**src/rtl/fifo_wr_arbiter_pkg.sv**
```systemverilog
// Shared definitions for the FIFO write-side arbiter: FSM encoding and
// the index-width helper used to size requester IDs.
package fifo_wr_arbiter_pkg;

    typedef enum logic [0:0] {
        ST_IDLE = 1'b0,
        ST_XFER = 1'b1
    } state_t;

    // Bits needed to index n requesters, never less than 1.
    function automatic int id_width(input int n);
        int w;
        w = 1;
        while ((1 << w) < n) w++;
        return w;
    endfunction

endpackage

```
**src/rtl/fifo_wr_arbiter_if.sv**
```systemverilog
// Requester streams plus FIFO write port as seen by the write arbiter.
// slave = arbiter side, master = requesters/FIFO environment side.
interface fifo_wr_arbiter_if
    import fifo_wr_arbiter_pkg::*;
#(
    parameter int NUM_REQ    = 4,
    parameter int DATA_WIDTH = 8,
    parameter int ID_WIDTH   = id_width(NUM_REQ)
);

    logic [NUM_REQ-1:0]            req_valid;
    logic [NUM_REQ-1:0]            req_last;
    logic [NUM_REQ*DATA_WIDTH-1:0] req_data;
    logic [NUM_REQ-1:0]            req_ready;
    logic                          wfull;
    logic                          winc;
    logic [DATA_WIDTH-1:0]         wdata;
    logic [ID_WIDTH-1:0]           grant_id;
    logic                          busy;

    modport slave (
        input  req_valid, req_last, req_data, wfull,
        output req_ready, winc, wdata, grant_id, busy
    );

    modport master (
        output req_valid, req_last, req_data, wfull,
        input  req_ready, winc, wdata, grant_id, busy
    );

endinterface

```
**src/rtl/fifo_wr_arbiter_rr_pick.sv**
```systemverilog
// Combinational round-robin selector: first set request at or after i_ptr,
// in circular order over NUM_REQ entries.
module fifo_wr_arbiter_rr_pick #(
    parameter int NUM_REQ  = 4,
    parameter int ID_WIDTH = 2
) (
    input  logic [NUM_REQ-1:0]  i_req,
    input  logic [ID_WIDTH-1:0] i_ptr,
    output logic                o_any,
    output logic [ID_WIDTH-1:0] o_idx
);

    logic [ID_WIDTH:0] w_sum;

    // Scan farthest-to-nearest so the nearest hit is the last one written.
    always_comb begin
        o_any = 1'b0;
        o_idx = '0;
        w_sum = '0;
        for (int k = NUM_REQ - 1; k >= 0; k--) begin
            w_sum = {1'b0, i_ptr} + (ID_WIDTH + 1)'(k);
            if (w_sum >= (ID_WIDTH + 1)'(NUM_REQ)) begin
                w_sum = w_sum - (ID_WIDTH + 1)'(NUM_REQ);
            end
            if (i_req[w_sum[ID_WIDTH-1:0]]) begin
                o_any = 1'b1;
                o_idx = w_sum[ID_WIDTH-1:0];
            end
        end
    end

endmodule

```
**src/rtl/fifo_wr_arbiter.sv**
```systemverilog
// Packet-granular round-robin arbiter sharing one async-FIFO write port
// among NUM_REQ valid/ready/last streams in the wclk domain.
module fifo_wr_arbiter
    import fifo_wr_arbiter_pkg::*;
#(
    parameter int NUM_REQ    = 4,
    parameter int DATA_WIDTH = 8,
    parameter int ID_WIDTH   = id_width(NUM_REQ)
) (
    input  logic              wclk,
    input  logic              wrst_n,
    fifo_wr_arbiter_if.slave  bus
);

    state_t              r_state;
    logic [ID_WIDTH-1:0] r_owner;
    logic [ID_WIDTH-1:0] r_rr_ptr;

    logic                  w_any;
    logic [ID_WIDTH-1:0]   w_pick;
    logic                  w_own_valid;
    logic                  w_own_last;
    logic [DATA_WIDTH-1:0] w_own_data;
    logic                  w_xfer;
    logic                  w_winc;

    function automatic logic [ID_WIDTH-1:0] next_ptr(input logic [ID_WIDTH-1:0] idx);
        return (idx == ID_WIDTH'(NUM_REQ - 1)) ? '0 : idx + ID_WIDTH'(1);
    endfunction

    fifo_wr_arbiter_rr_pick #(
        .NUM_REQ  (NUM_REQ),
        .ID_WIDTH (ID_WIDTH)
    ) u_pick (
        .i_req (bus.req_valid),
        .i_ptr (r_rr_ptr),
        .o_any (w_any),
        .o_idx (w_pick)
    );

    // Owner's stream, selected by comparison so no index can exceed NUM_REQ-1.
    always_comb begin
        w_own_valid = 1'b0;
        w_own_last  = 1'b0;
        w_own_data  = '0;
        for (int i = 0; i < NUM_REQ; i++) begin
            if (r_owner == ID_WIDTH'(i)) begin
                w_own_valid = bus.req_valid[i];
                w_own_last  = bus.req_last[i];
                w_own_data  = bus.req_data[i*DATA_WIDTH +: DATA_WIDTH];
            end
        end
    end

    assign w_xfer = (r_state == ST_XFER);
    assign w_winc = w_xfer & w_own_valid & ~bus.wfull;

    assign bus.winc      = w_winc;
    assign bus.wdata     = w_xfer ? w_own_data : '0;
    assign bus.busy      = w_xfer;
    assign bus.grant_id  = r_owner;
    assign bus.req_ready = {NUM_REQ{w_xfer & ~bus.wfull}} & (NUM_REQ'(1) << r_owner);

    // Grant is taken in IDLE and held until the owner's last word is written.
    always_ff @(posedge wclk or negedge wrst_n) begin
        if (!wrst_n) begin
            r_state  <= ST_IDLE;
            r_owner  <= '0;
            r_rr_ptr <= '0;
        end else begin
            case (r_state)
                ST_IDLE: begin
                    if (w_any) begin
                        r_state <= ST_XFER;
                        r_owner <= w_pick;
                    end
                end
                ST_XFER: begin
                    if (w_winc && w_own_last) begin
                        r_state  <= ST_IDLE;
                        r_rr_ptr <= next_ptr(r_owner);
                    end
                end
                default: r_state <= ST_IDLE;
            endcase
        end
    end

endmodule

```
**src/flat_wrapper.sv**
```systemverilog
// flat-port wrapper written by rule: the top's interface ports become plain ports
module fifo_wr_arbiter_flat import fifo_wr_arbiter_pkg::*;
#(
    parameter int NUM_REQ    = 4,
    parameter int DATA_WIDTH = 8,
    parameter int ID_WIDTH   = id_width(NUM_REQ)
)
  (wclk, wrst_n, bus_req_valid, bus_req_last, bus_req_data, bus_wfull, bus_req_ready, bus_winc, bus_wdata, bus_grant_id, bus_busy);
  fifo_wr_arbiter_if #(.NUM_REQ(NUM_REQ), .DATA_WIDTH(DATA_WIDTH), .ID_WIDTH(ID_WIDTH)) bus_i ();
  input  logic wclk;
  input  logic wrst_n;
  input wire logic [$bits(bus_i.req_valid)-1:0] bus_req_valid;
  input wire logic [$bits(bus_i.req_last)-1:0] bus_req_last;
  input wire logic [$bits(bus_i.req_data)-1:0] bus_req_data;
  input wire logic [$bits(bus_i.wfull)-1:0] bus_wfull;
  output wire logic [$bits(bus_i.req_ready)-1:0] bus_req_ready;
  output wire logic [$bits(bus_i.winc)-1:0] bus_winc;
  output wire logic [$bits(bus_i.wdata)-1:0] bus_wdata;
  output wire logic [$bits(bus_i.grant_id)-1:0] bus_grant_id;
  output wire logic [$bits(bus_i.busy)-1:0] bus_busy;
  assign bus_i.req_valid = bus_req_valid;
  assign bus_i.req_last = bus_req_last;
  assign bus_i.req_data = bus_req_data;
  assign bus_i.wfull = bus_wfull;
  assign bus_req_ready = bus_i.req_ready;
  assign bus_winc = bus_i.winc;
  assign bus_wdata = bus_i.wdata;
  assign bus_grant_id = bus_i.grant_id;
  assign bus_busy = bus_i.busy;
  fifo_wr_arbiter #(.NUM_REQ(NUM_REQ), .DATA_WIDTH(DATA_WIDTH), .ID_WIDTH(ID_WIDTH)) u_core (.wclk(wclk), .wrst_n(wrst_n), .bus(bus_i));
endmodule
```
**config.mk**
```make
export PLATFORM = sky130hd
export DESIGN_NAME = fifo_wr_arbiter_flat
export DESIGN_NICKNAME = d
export VERILOG_FILES = /design/src/rtl/fifo_wr_arbiter_pkg.sv /design/src/rtl/fifo_wr_arbiter_if.sv /design/src/rtl/fifo_wr_arbiter_rr_pick.sv /design/src/rtl/fifo_wr_arbiter.sv /design/src/flat_wrapper.sv
export SDC_FILE = /design/constraint.sdc
export NUM_CORES = 1
export LEC_CHECK = 0
export CAP_MARGIN = 20
export CORE_UTILIZATION = 31
export DETAILED_ROUTE_END_ITERATION = 10
export PLACE_DENSITY = 0.82
export SLEW_MARGIN = 20
export SYNTH_ARGS = -nofsm -noshare
export SYNTH_HDL_FRONTEND = slang
export SYNTH_SLANG_ARGS = --single-unit
```
**constraint.sdc**
```tcl
create_clock -name wclk -period 2.4 [get_ports wclk]
set_clock_uncertainty 0.15 [all_clocks]
set_input_delay 0.36 -clock wclk [delete_from_list [all_inputs] [get_ports wclk]]
set_output_delay 0.36 -clock wclk [all_outputs]
set_load 0.05 [all_outputs]
```
==> results.txt <==
----------------------------------------------------
[Logic synthesis]
  Post-synth top area share ... 18.25%
  Leading cell types by total area after synthesis ... dfrtp_1, a21oi_1, a22o_1, a221oi_1, ha_1
  Share of the yosys chip area belonging to registers ... between 10% and 20%
  Synth warnings ... 0
  Netlist cell types ... 25
  Combined area of all synthesized cells ... around 700 um^2
  Mean instance size in the synthesized netlist ... around 7.4 um^2
  Number of storage elements in the synthesis netlist ... 5
  Post-Syn Instances ... 93
  Cell type with the largest total area after synthesis ... dfrtp_1
  Syn_nets ... between 100 and 150

[Drt]
  Total length of routed wires ... approximately 2.9 mm
  Routed vias/inst ... 5.274
  Routed length per instance ... between 15 and 20 um
  First-pass detailed-route iteration total ... 4
  Total number of vias ... 981
  Number of DRC violations after detailed-routing iteration 0 ... 19
  DRC Markers ... 0
  Post-route ant nets ... 0

[Cells and area]
  Antenna cells ... 0
  Count of nets after finishing ... around 210
  Area of the multi-input gates ... ~550 um^2
  Filler cell count in the final layout ... 140
  Core Util, Final ... between 70 and 80%
  Fraction of layout cells with a size suffix above 1 ... 28.93%
  Seq. cell area ... 127.6 um^2
  Syn-to-layout area delta ... 128.1%

[Placement]
  Final estimated routing congestion in global placement ... about 0.75
  Port buffer count ... 58
  Sum of net half-perimeters after detailed placement ... 2.227 mm

[Global routing]
  Total congestion overflow after global routing ... 0
  Global-route wire length before repair ... about 4.3 mm
  Global-route total usage across every layer ... 23.49%
  Vias in the first global route ... 948
  Maximum number of pins on one net before global-route repair ... 14
  Number of antenna violations at the first check in global routing ... 0

[Clock tree]
  Clock Sink Count ... 5
  TritonCTS clock tree ... yes
  Level count of the clock H-tree ... 1
  Clock latency of the later-clocked register in the worst-skew pair ... between 0.2 and 0.3 ns
  Clock Tree Root ... clkbuf_4
  Largest buffer count on any clock path ... 2
  Total clock buffers created by CTS ... 3
  Number of buffers inserted by hold repair at cts ... 0
  Clock Pin Slew Worst Setup and Hold Paths ... approximately 0.050 ns

[STA]
  Slew margin rel. ... between 60% and 70%
  Total negative slack ... 0 ns
  Highest clock frequency the design can meet ... approximately 0.43 GHz
  Pin slew with the least headroom to its limit ... 0.5064 ns
  Final hold violation count ... 0
  Number of setup violations in the final report ... 0
  Portion of the clock cycle consumed by the worst path in the final layout ... 97.82%
  Crit path time final ... ~2.3 ns
  Final hold slack ... 0.1823 ns
  Fin. max-slew vios ... 0

[Run]
  Total of max-cap violations ... 0

[Pwr]
  Clk network pwr share ... ~4.0%
  Power per unit of standard cell area ... around 1600 nW/um^2
  Net switching power figure ... 1290 uW
  Leakage power ... 0.0006674 uW
  Worst voltage drop across the vdd grid ... ~0.0012 V
  Net switching fraction of the power ... just over 50%
  Internal cell power ... around 1300 uW
  Comb pwr share ... 89.1%
  Share of power burned in registers ... between 6 and 7%

[Worst hold path]
  Worst Hold Class ... input pin to async pin

[Die]
  Horizontal die dimension ... about 49 um
  Die Y ... between 40 and 50 um
  Initial Util ... around 34%
  Die Outline Area ... roughly 2400 um^2
  Core Footprint ... slightly above 2000 um^2
  Number of ports placed on the die boundary ... slightly below 60
  Row cnt ... 16

[Critical path]
  Data arrival time of the worst path ... between 1.5 and 2 ns
  Critical path fanouts, max ... 8
  Critical path start-end classification ... flip-flop to primary output
  Worst Setup Start Kind ... flip-flop
  Type of element capturing the critical path ... primary output
  WP data required ... 1.89 ns

[Status]
  Status ... completed

----------------------------------------------------
[layout by cell type (no fill, tap or decap)]
cell type         n
clkdlybuf4s50_1  45
buf_12           13
o21ai_0           7
o2111a_2          1
nor3_2            1
clkbuf_1          1
nor2_1            4
inv_2             2
a22o_1            8
a21oi_1          14
a21oi_2           1
nor2b_1           1
clkbuf_4          3
mux2i_1           1
buf_4             8
nand3b_1          1
o22ai_1           1
mux2_4            2
and2_1            3
ha_1              2
or2_2             1
a211oi_1          1
a221oi_2          7
nor2_2            1
nand2_1           8
dfrtp_1           3
nor4_1            1
buf_6             1
o21a_1            1
dfrtp_2           2
ha_2              2
o311a_4           1
inv_1            11
[synth_stat cells]
master and count:
o22ai_1 1, o311a_4 1, mux2_4 2, ha_1 4, a211oi_1 1, inv_1 13, o21a_1 1, and2_1 3
nor3_1 1, a221oi_1 7, o2111a_1 1, buf_2 1, nand2_1 8, clkbuf_1 3, buf_6 1, nor2_1 5
a22o_1 8, nor2b_1 1, nor4_1 1, a21oi_1 15, o21ai_0 7, nand3b_1 1, dfrtp_1 5, or2_2 1
mux2i_1 1
[logic make-up after synthesis]
| family | Yosys count | share of synthesized area [%] |
|---|---|---|
| flops | 5 | 18.25 |
| fa+ha+maj | 4 | 7.300 |
| simple gates | 21 | 14.42 |
| buf+inv | 18 | 11.13 |
| mux | 3 | 5.840 |
| compound gates | 42 | 43.07 |
[power by group through the flow]
stage / Clock [uW] / Sequential (uW) / Combinational [uW]
2_1_floorplan: 0 / 240 / 1130
3_3_place_gp: 0 / 173 / 2120
3_5_place_dp: 0 / 182 / 2150
4_1_cts: 101 / 177 / 2220
5_1_grt: 106 / 183 / 2380
6_report: 101 / 176 / 2280
[flip-flops by register name, indices dropped and copies added, names as in the netlist]
| name | cells |
|---|---|
| u_core.r_rr_ptr | 2 |
| u_core.bus.busy | 1 |
| u_core.bus.grant_id | 2 |
[final timing paths]
kind                       slack (ns)                    from  cells after the start                      to
max in group asynchronous        1.69                  wrst_n                      1  u_core.bus.grant_id[0]
min                              0.18                  wrst_n                      1      u_core.r_rr_ptr[0]
min reg2reg                      0.42      u_core.r_rr_ptr[0]                      1      u_core.r_rr_ptr[0]
max                              0.05  u_core.bus.grant_id[1]                      8            bus_wdata[3]
min in group wclk                0.42      u_core.r_rr_ptr[0]                      1      u_core.r_rr_ptr[0]
max reg2reg                      0.30  u_core.bus.grant_id[1]                      8      u_core.r_rr_ptr[1]
[layer usage]
metal | part of all wire (%) | vias up | routed length [um] | track usage (%)
li1 | - | 474 | - | -
met2 | 49 | 48 | 1406 | 40.97
met3 | 7.1 | 2 | 205 | 5.919
met5 | 0 | - | 0 | 0
met4 | 0.72 | 0 | 21 | 3.431
met1 | 44 | 457 | 1264 | 29.49
[worst max-delay path, stage by stage (launching register included)]
cell	delay, ns
dfrtp_2	0.42
inv_1	0.09
ha_2	0.17
nor2b_1	0.15
buf_6	0.17
a221oi_2	0.06
a21oi_1	0.16
a22o_1	0.22
buf_12	0.15
[timing repair]
| action | 4_1_cts | 5_1_grt |
|---|---|---|
| pin swaps | 0 | 4 |
| resized for setup | 4 | 9 |
| endpoints found under the setup margin | 7 | 7 |
| cloned | 0 | 0 |
| buffers inserted | 3 | 0 |
[final cells by class]
| cell class | count | area share [%] |
|---|---|---|
| repair buffers | 67 | 50.00 |
| flip-flops and latches | 5 | 8.160 |
| clock buffers | 4 | 1.680 |
| multi-input cells | 70 | 34.88 |
| well taps | 27 | 2.160 |
| inverters | 13 | 3.120 |
[per-stage QoR]
stage / setup WS [ns] / instances / area [um^2] / total power, uW
5_1_grt: -0.03194 / 186 / 1564 / 2669
2_1_floorplan: -0.1402 / 93 / 698.2 / 1367
6_report: 0.05236 / 186 / 1564 / 2554
4_1_cts: -0.008243 / 186 / 1528 / 2502
3_5_place_dp: 0.1771 / 179 / 1460 / 2333
3_3_place_gp: 0.2338 / 179 / 1460 / 2288
No activity file was read; power rests on OpenSTA's default activity.
==> RTL change 1: new RTL, same flow settings <==
`DATA_WIDTH` is set to 8 in 3 places; all go to 7.
--- a/src/rtl/fifo_wr_arbiter_if.sv
+++ b/src/rtl/fifo_wr_arbiter_if.sv
@@ -4,7 +4,7 @@
     import fifo_wr_arbiter_pkg::*;
 #(
     parameter int NUM_REQ    = 4,
-    parameter int DATA_WIDTH = 8,
+    parameter int DATA_WIDTH = 7,
     parameter int ID_WIDTH   = id_width(NUM_REQ)
 );
 
--- a/src/rtl/fifo_wr_arbiter.sv
+++ b/src/rtl/fifo_wr_arbiter.sv
@@ -4,7 +4,7 @@
     import fifo_wr_arbiter_pkg::*;
 #(
     parameter int NUM_REQ    = 4,
-    parameter int DATA_WIDTH = 8,
+    parameter int DATA_WIDTH = 7,
     parameter int ID_WIDTH   = id_width(NUM_REQ)
 ) (
     input  logic              wclk,
--- a/src/flat_wrapper.sv
+++ b/src/flat_wrapper.sv
@@ -2,7 +2,7 @@
 module fifo_wr_arbiter_flat import fifo_wr_arbiter_pkg::*;
 #(
     parameter int NUM_REQ    = 4,
-    parameter int DATA_WIDTH = 8,
+    parameter int DATA_WIDTH = 7,
     parameter int ID_WIDTH   = id_width(NUM_REQ)
 )
   (wclk, wrst_n, bus_req_valid, bus_req_last, bus_req_data, bus_wfull, bus_req_ready, bus_winc, bus_wdata, bus_grant_id, bus_busy);
Ports: changed (resized bus_req_data and bus_wdata); port bits go from 59 to 54. No check against the original RTL was run, so the function may have changed too.
==> RTL change 1 against the unedited design <==
  * Synthesized area grew 0.55%
  * Sequential cell count unchanged
  * Via count down 8.5%
  * Critical path type unchanged
  * Setup slack better by 0.021 ns
  * Power down 14%
  * Fmax up 0.90%
  * First-iteration DRC count fell by 32%
  * Highest routed layer unchanged
  * Critical path depth down 3
  * Clock power down 6%
  * Wire length decreased by 16%
  * Largest power group unchanged
  * Final area decreased by 8.5%
==> RTL change 1: results (changes against the unedited design) <==
Parameter                              Value

Power
  Maximum vdd ir drop ... 1020 uV (was 1220 uV)
  Reported leakage power ... 0.602 nW (was 0.667 nW)

Final layout
  Fraction of layout cells with a size suffix above 1 ... 23.4% (was 28.9%)
  Filler-free cell count of the finished design ... 172 (was 186)
  NumNets Final ... 189 (was 207)

Synthesis
  Number of nets in the synthesized netlist ... 131 (was 140)
  Post-synthesis compound-gate area fraction ... 34.8% (was 43.1%)
  Multiplexer area fraction after synthesis ... 6.35% (was 5.84%)
  Portion of the post-synthesis area used by sequential elements ... 18.1% (was 18.2%)
  Synth top cells by count ... 11 x inv_1, 9 x a21oi_1, 6 x a221oi_1, 6 x a22o_1, 6 x nand2_1 (was 15 x a21oi_1, 13 x inv_1, 8 x a22o_1, 8 x nand2_1)
  Synthesized instance count ... 88 (was 93)
  Count of unique library cells instantiated by Yosys ... 33 (was 25)
  Top cells by area in the synthesized netlist ... dfrtp_1 18%, a221oi_1 7.6%, a22o_1 7.6%, ha_1 7.3%, a21oi_1 6.5% (was dfrtp_1 18%, a21oi_1 11%, a22o_1 10%, a221oi_1 8.9%, ha_1 7.3%)

Placement
  Setup WS pre-CTS ... 0.205 ns (was 0.177 ns)
  Total of buffers placed on input and output ports ... 53 (was 58)
  Placer congestion estimate ... 0.738 (was 0.748)

Setup path
  Signal arrival time at the worst endpoint ... 1.82 ns (was 1.84 ns)
  Crit Path Max Fanout ... 11 (was 8)
  Largest stage delay, worst path ... 0.40 ns (was 0.42 ns)

Route
  DRC violation total after the first TritonRoute iteration ... 13 (was 19)
  Detailed-route via count ... 898 (was 981)
  Average detailed-routed wire length per instance ... 14.1 um (was 15.6 um)

Global route
  Largest net degree at the start of global routing ... 14 (unchanged)
  First-pass GRT wire length ... 3900 um (was 4330 um)
  Vias in the first global route ... 892 (was 948)

Timing
  Actual transition at the worst max-transition pin ... 0.521 ns (was 0.506 ns)

Outcome
  Outcome ... finished clean (unchanged)
[RTL change 1: stage by stage]
| step | setup TNS [ns] | hold WS [ns] | util, % | instance area [um^2] |
|---|---|---|---|---|
| 6_report | 0 | 0.198 | 70.8 | 1430 |
| 2_1_floorplan | 0 | -0.0856 | - | 692 |
| 4_1_cts | 0 | 0.193 | 68.4 | 1380 |
| 3_5_place_dp | 0 | 0.394 | 67.0 | 1360 |
| 5_1_grt | -0.00498 | 0.201 | 70.8 | 1430 |
| 3_3_place_gp | 0 | 0.369 | 67.0 | 1360 |
[RTL change 1: cell families after synthesis]
family | count (synthesis)
AO/OA/AOI/OAI | 33
AND/OR/NAND/NOR | 25
buffers and inverters | 17
flip-flops | 5
multiplexers | 4
adder cells (fa/ha/maj) | 4
[RTL change 1: power by group]
group	total, mW	switching [mW]	leakage [nW]	internal [mW]
Combinational	1.91	1.02	0.531	0.893
Sequential	0.188	0.0614	0.0558	0.126
Clock	0.0953	0.0326	0.0150	0.0627
Total	2.20	1.12	0.602	1.08
[RTL change 1: layout make-up]
type                    instances  area, um^2  share of cell area, %
multi-input cells              66         524                   36.6
clock buffers                   4        26.3                   1.84
flip-flops and latches          5         128                   8.92
repair buffers                 59         678                   47.4
inverters                      11        41.3                   2.88
well taps                      27        33.8                   2.36
[RTL change 1: critical path, delay by kind of cell (launching register included)]
| kind | cells | cell delay (ns) |
|---|---|---|
| buf+inv | 1 | 0.19 |
| simple gates | 2 | 0.51 |
| fa+ha+maj | 1 | 0.40 |
| compound gates | 1 | 0.07 |
| flops | 1 | 0.40 |
[RTL change 1: timing repair]
action / CTS / global route
setup buffers: 0 / 1
setup endpoints to repair: 6 / 7
hold buffers: 0 / 0
resized for setup: 1 / 8
[RTL change 1: final timing paths]
check / start / to / slack [ns] / depth (start not counted)
setup / recovery: u_core.bus.grant_id[0] / bus_winc / 0.07 / 5
hold / removal: wrst_n / u_core.bus.grant_id[1] / 0.20 / 1
setup reg to reg: u_core.bus.grant_id[1] / u_core.r_rr_ptr[0] / 0.36 / 7
hold reg to reg: u_core.bus.grant_id[1] / u_core.bus.grant_id[1] / 0.40 / 2
max in group asynchronous: wrst_n / u_core.bus.grant_id[0] / 1.69 / 1
min in group wclk: u_core.bus.grant_id[1] / u_core.bus.grant_id[1] / 0.40 / 2
[RTL change 1: layer usage]
layer  up-vias  track usage (%)  share of wire (%)
li1        437                -                  -
met1       410             24.4                 44
met2        49             37.2                 48
met3         2             4.05                8.1
met4         0             3.92               0.50
met5         -                0                  0
==> RTL change 2: new RTL, config.mk and constraints unchanged <==
Without the edit above. Make the reset (`wrst_n`) synchronous in one clocked block. Comments in the files are not updated.
--- a/src/rtl/fifo_wr_arbiter.sv
+++ b/src/rtl/fifo_wr_arbiter.sv
@@ -62,7 +62,7 @@
     assign bus.req_ready = {NUM_REQ{w_xfer & ~bus.wfull}} & (NUM_REQ'(1) << r_owner);
 
     // Grant is taken in IDLE and held until the owner's last word is written.
-    always_ff @(posedge wclk or negedge wrst_n) begin
+    always_ff @(posedge wclk) begin
         if (!wrst_n) begin
             r_state  <= ST_IDLE;
             r_owner  <= '0;
Check against the original RTL: differs if wrst_n is asserted again (counterexample within 4 cycles, from zero or initial values and one cycle with wrst_n low); with wrst_n held inactive, the same outputs for 10 cycles.
==> RTL change 2 against the unedited design <==
  * Final area down 3.9%
  * Setup slack worse by 0.0026 ns
  * Final cell count shrank 1.1%
  * Wire length is 0.28% lower
  * Via count grew 1.6%
  * Die area fell by 0.18%
  * Sequential cell count is the same
  * Synthesized area decreased by 0.18%
Power is left out: it rests on default switching activity, and per cell area and clock period it moved more than threefold.
==> RTL change 2: results (changes against the unedited design) <==
Parameter                              Value

Clocking
  Root cell of the clock tree ... clkbuf_4 (unchanged)
  Worst skew pair latency ... 0.25 ns (about the same)
  Clock slew seen by the registers of the worst setup and hold paths ... 0.05 ns (about the same)
  Number of clock buffers inserted by TritonCTS ... 3 (unchanged)
  H-tree lvl count ... 1 (unchanged)
  Setup fix buffers added after clock tree synthesis ... 0 (was 3)

Route
  Detailed-route via count ... 997 (was 981)
  Drt total wl ... 2890 um (was 2900 um)
  DRC violation total after the first TritonRoute iteration ... 13 (was 19)
  Number of remaining DRC errors ... 0 (unchanged)
  Length of the first detailed-routing pass in iterations ... 4 (unchanged)

Timing
  Relative slew slack ... 66.2% (was 66.1%)

Synthesis
  Synth top cells by count ... 14 x inv_1, 8 x a21oi_1, 8 x nand2_1 (was 15 x a21oi_1, 13 x inv_1, 8 x a22o_1, 8 x nand2_1)
  Count of unique library cells instantiated by Yosys ... 29 (was 25)
  Portion of the post-synthesis area used by sequential elements ... 14.6% (was 18.2%)
  Number of flops mapped to enable cells by yosys ... 0 (unchanged)
  Yosys top cell by area ... dfxtp_1 (was dfrtp_1)
  Number of nets in the synthesized netlist ... 145 (was 140)
  Proportion of synthesized flip-flops having asynchronous set or reset ... 0% (was 100%)
  Number of synthesis warnings ... 0 (unchanged)
  Predominant post-synthesis flop cell ... dfxtp_1 (was dfrtp_1)
  Top cells by area in the synthesized netlist ... dfxtp_1 15%, a221oi_1 9.0%, a22o_1 9.0%, inv_1 7.7%, ha_1 7.3% (was dfrtp_1 18%, a21oi_1 11%, a22o_1 10%, a221oi_1 8.9%, ha_1 7.3%)

Final layout
  NumNets Final ... 205 (was 207)
  Count of antenna diodes in the layout ... 0 (unchanged)
  Fraction of layout cells with a size suffix above 1 ... 19.7% (was 28.9%)
  Final-layout fill cell count ... 153 (was 140)

Outcome
  Outcome ... finished clean (unchanged)

Setup path
  Crit Path Max Fanout ... 5 (was 8)
  Length in cells of the worst reg-to-reg path ... 6 (was 8)
  Signal arrival time at the worst endpoint ... 1.84 ns (about the same)

Placement
  Half-perimeter wire length after placement ... 2170 um (was 2230 um)
  Total of buffers placed on input and output ports ... 58 (unchanged)
  Placer congestion estimate ... 0.751 (was 0.748)
  Setup WS pre-CTS ... 0.178 ns (was 0.177 ns)

Hold path
  Hold WC Path Type ... register to register (was primary input to async pin)
  Min-Delay Path Depth ... 2

Global route
  Number of antenna violations at the first check in global routing ... 0 (unchanged)
  Largest net degree at the start of global routing ... 21 (was 14)
  Aggregate global-route resource usage ... 23.6% (was 23.5%)
  First-pass GRT wire length ... 4350 um (was 4330 um)
  Vias in the first global route ... 994 (was 948)
## RTL change 2: cell count changes after synthesis, moves of 2 or more
cell / delta
a22oi_1: +2
o211ai_1: +2
dfxtp_1: +5
o21ai_0: -3
and2_1: +3
mux2_4: -2
a211o_1: +2
nand2b_1: +3
dfrtp_1: -5
a21oi_1: -7
nand3_1: +2
## RTL change 2: per-stage QoR
step / instances / hold WS [ns] / cell area [um^2]
2_1_floorplan: 98 / 0.315 / 687
3_3_place_gp: 179 / 0.334 / 1420
3_5_place_dp: 179 / 0.351 / 1420
4_1_cts: 183 / 0.357 / 1450
5_1_grt: 184 / 0.399 / 1500
6_report: 184 / 0.355 / 1500
## RTL change 2: cells by family after synthesis
kind of cell    share of synthesized area [%]
compound gates                           41.1
simple gates                             22.5
buf+inv                                  11.5
flops                                    14.6
fa+ha+maj                                7.31
mux                                      2.93
## RTL change 2: repair_timing
| action | in CTS | in global routing |
|---|---|---|
| gates cloned | 0 | 1 |
| setup endpoints to repair | 7 | 6 |
| resized for setup | 2 | 8 |
| pin swaps | 0 | 1 |
## RTL change 2: routing by layer
layer | routed length [um] | track usage [%] | share of wire, % | up-vias
met1 | 1120 | 25.1 | 39 | 447
met4 | 48 | 8.33 | 1.7 | 0
met5 | 0 | 0 | 0 | -
met2 | 1470 | 46.3 | 51 | 68
li1 | - | - | - | 477
met3 | 248 | 3.43 | 8.6 | 5
## RTL change 2: layout make-up
| class | instances | area share, % |
|---|---|---|
| repair buffers | 60 | 48.5 |
| multi-input cells | 74 | 37.1 |
| flip-flops and latches | 5 | 6.83 |
| inverters | 14 | 3.50 |
| well taps | 27 | 2.25 |
| clock buffers | 4 | 1.75 |
## RTL change 2: path summary, 6_finish.rpt
kind	to	slack, ns	start
worst max-delay path	bus_wdata[2]	0.05	u_core.bus.grant_id[0]
worst min-delay path	u_core.r_rr_ptr[1]	0.36	u_core.r_rr_ptr[1]
worst max register to register	u_core.bus.busy	0.37	u_core.bus.grant_id[0]
worst min register to register	u_core.r_rr_ptr[1]	0.36	u_core.r_rr_ptr[1]
## RTL change 2: worst max-delay path, cell delays in order, from the launching register on
cell and delay (ns):
dfxtp_2 0.36, inv_1 0.09, ha_2 0.21, nor2b_2 0.20, a221oi_1 0.28, a21oi_1 0.07
a22o_1 0.23, buf_12 0.16
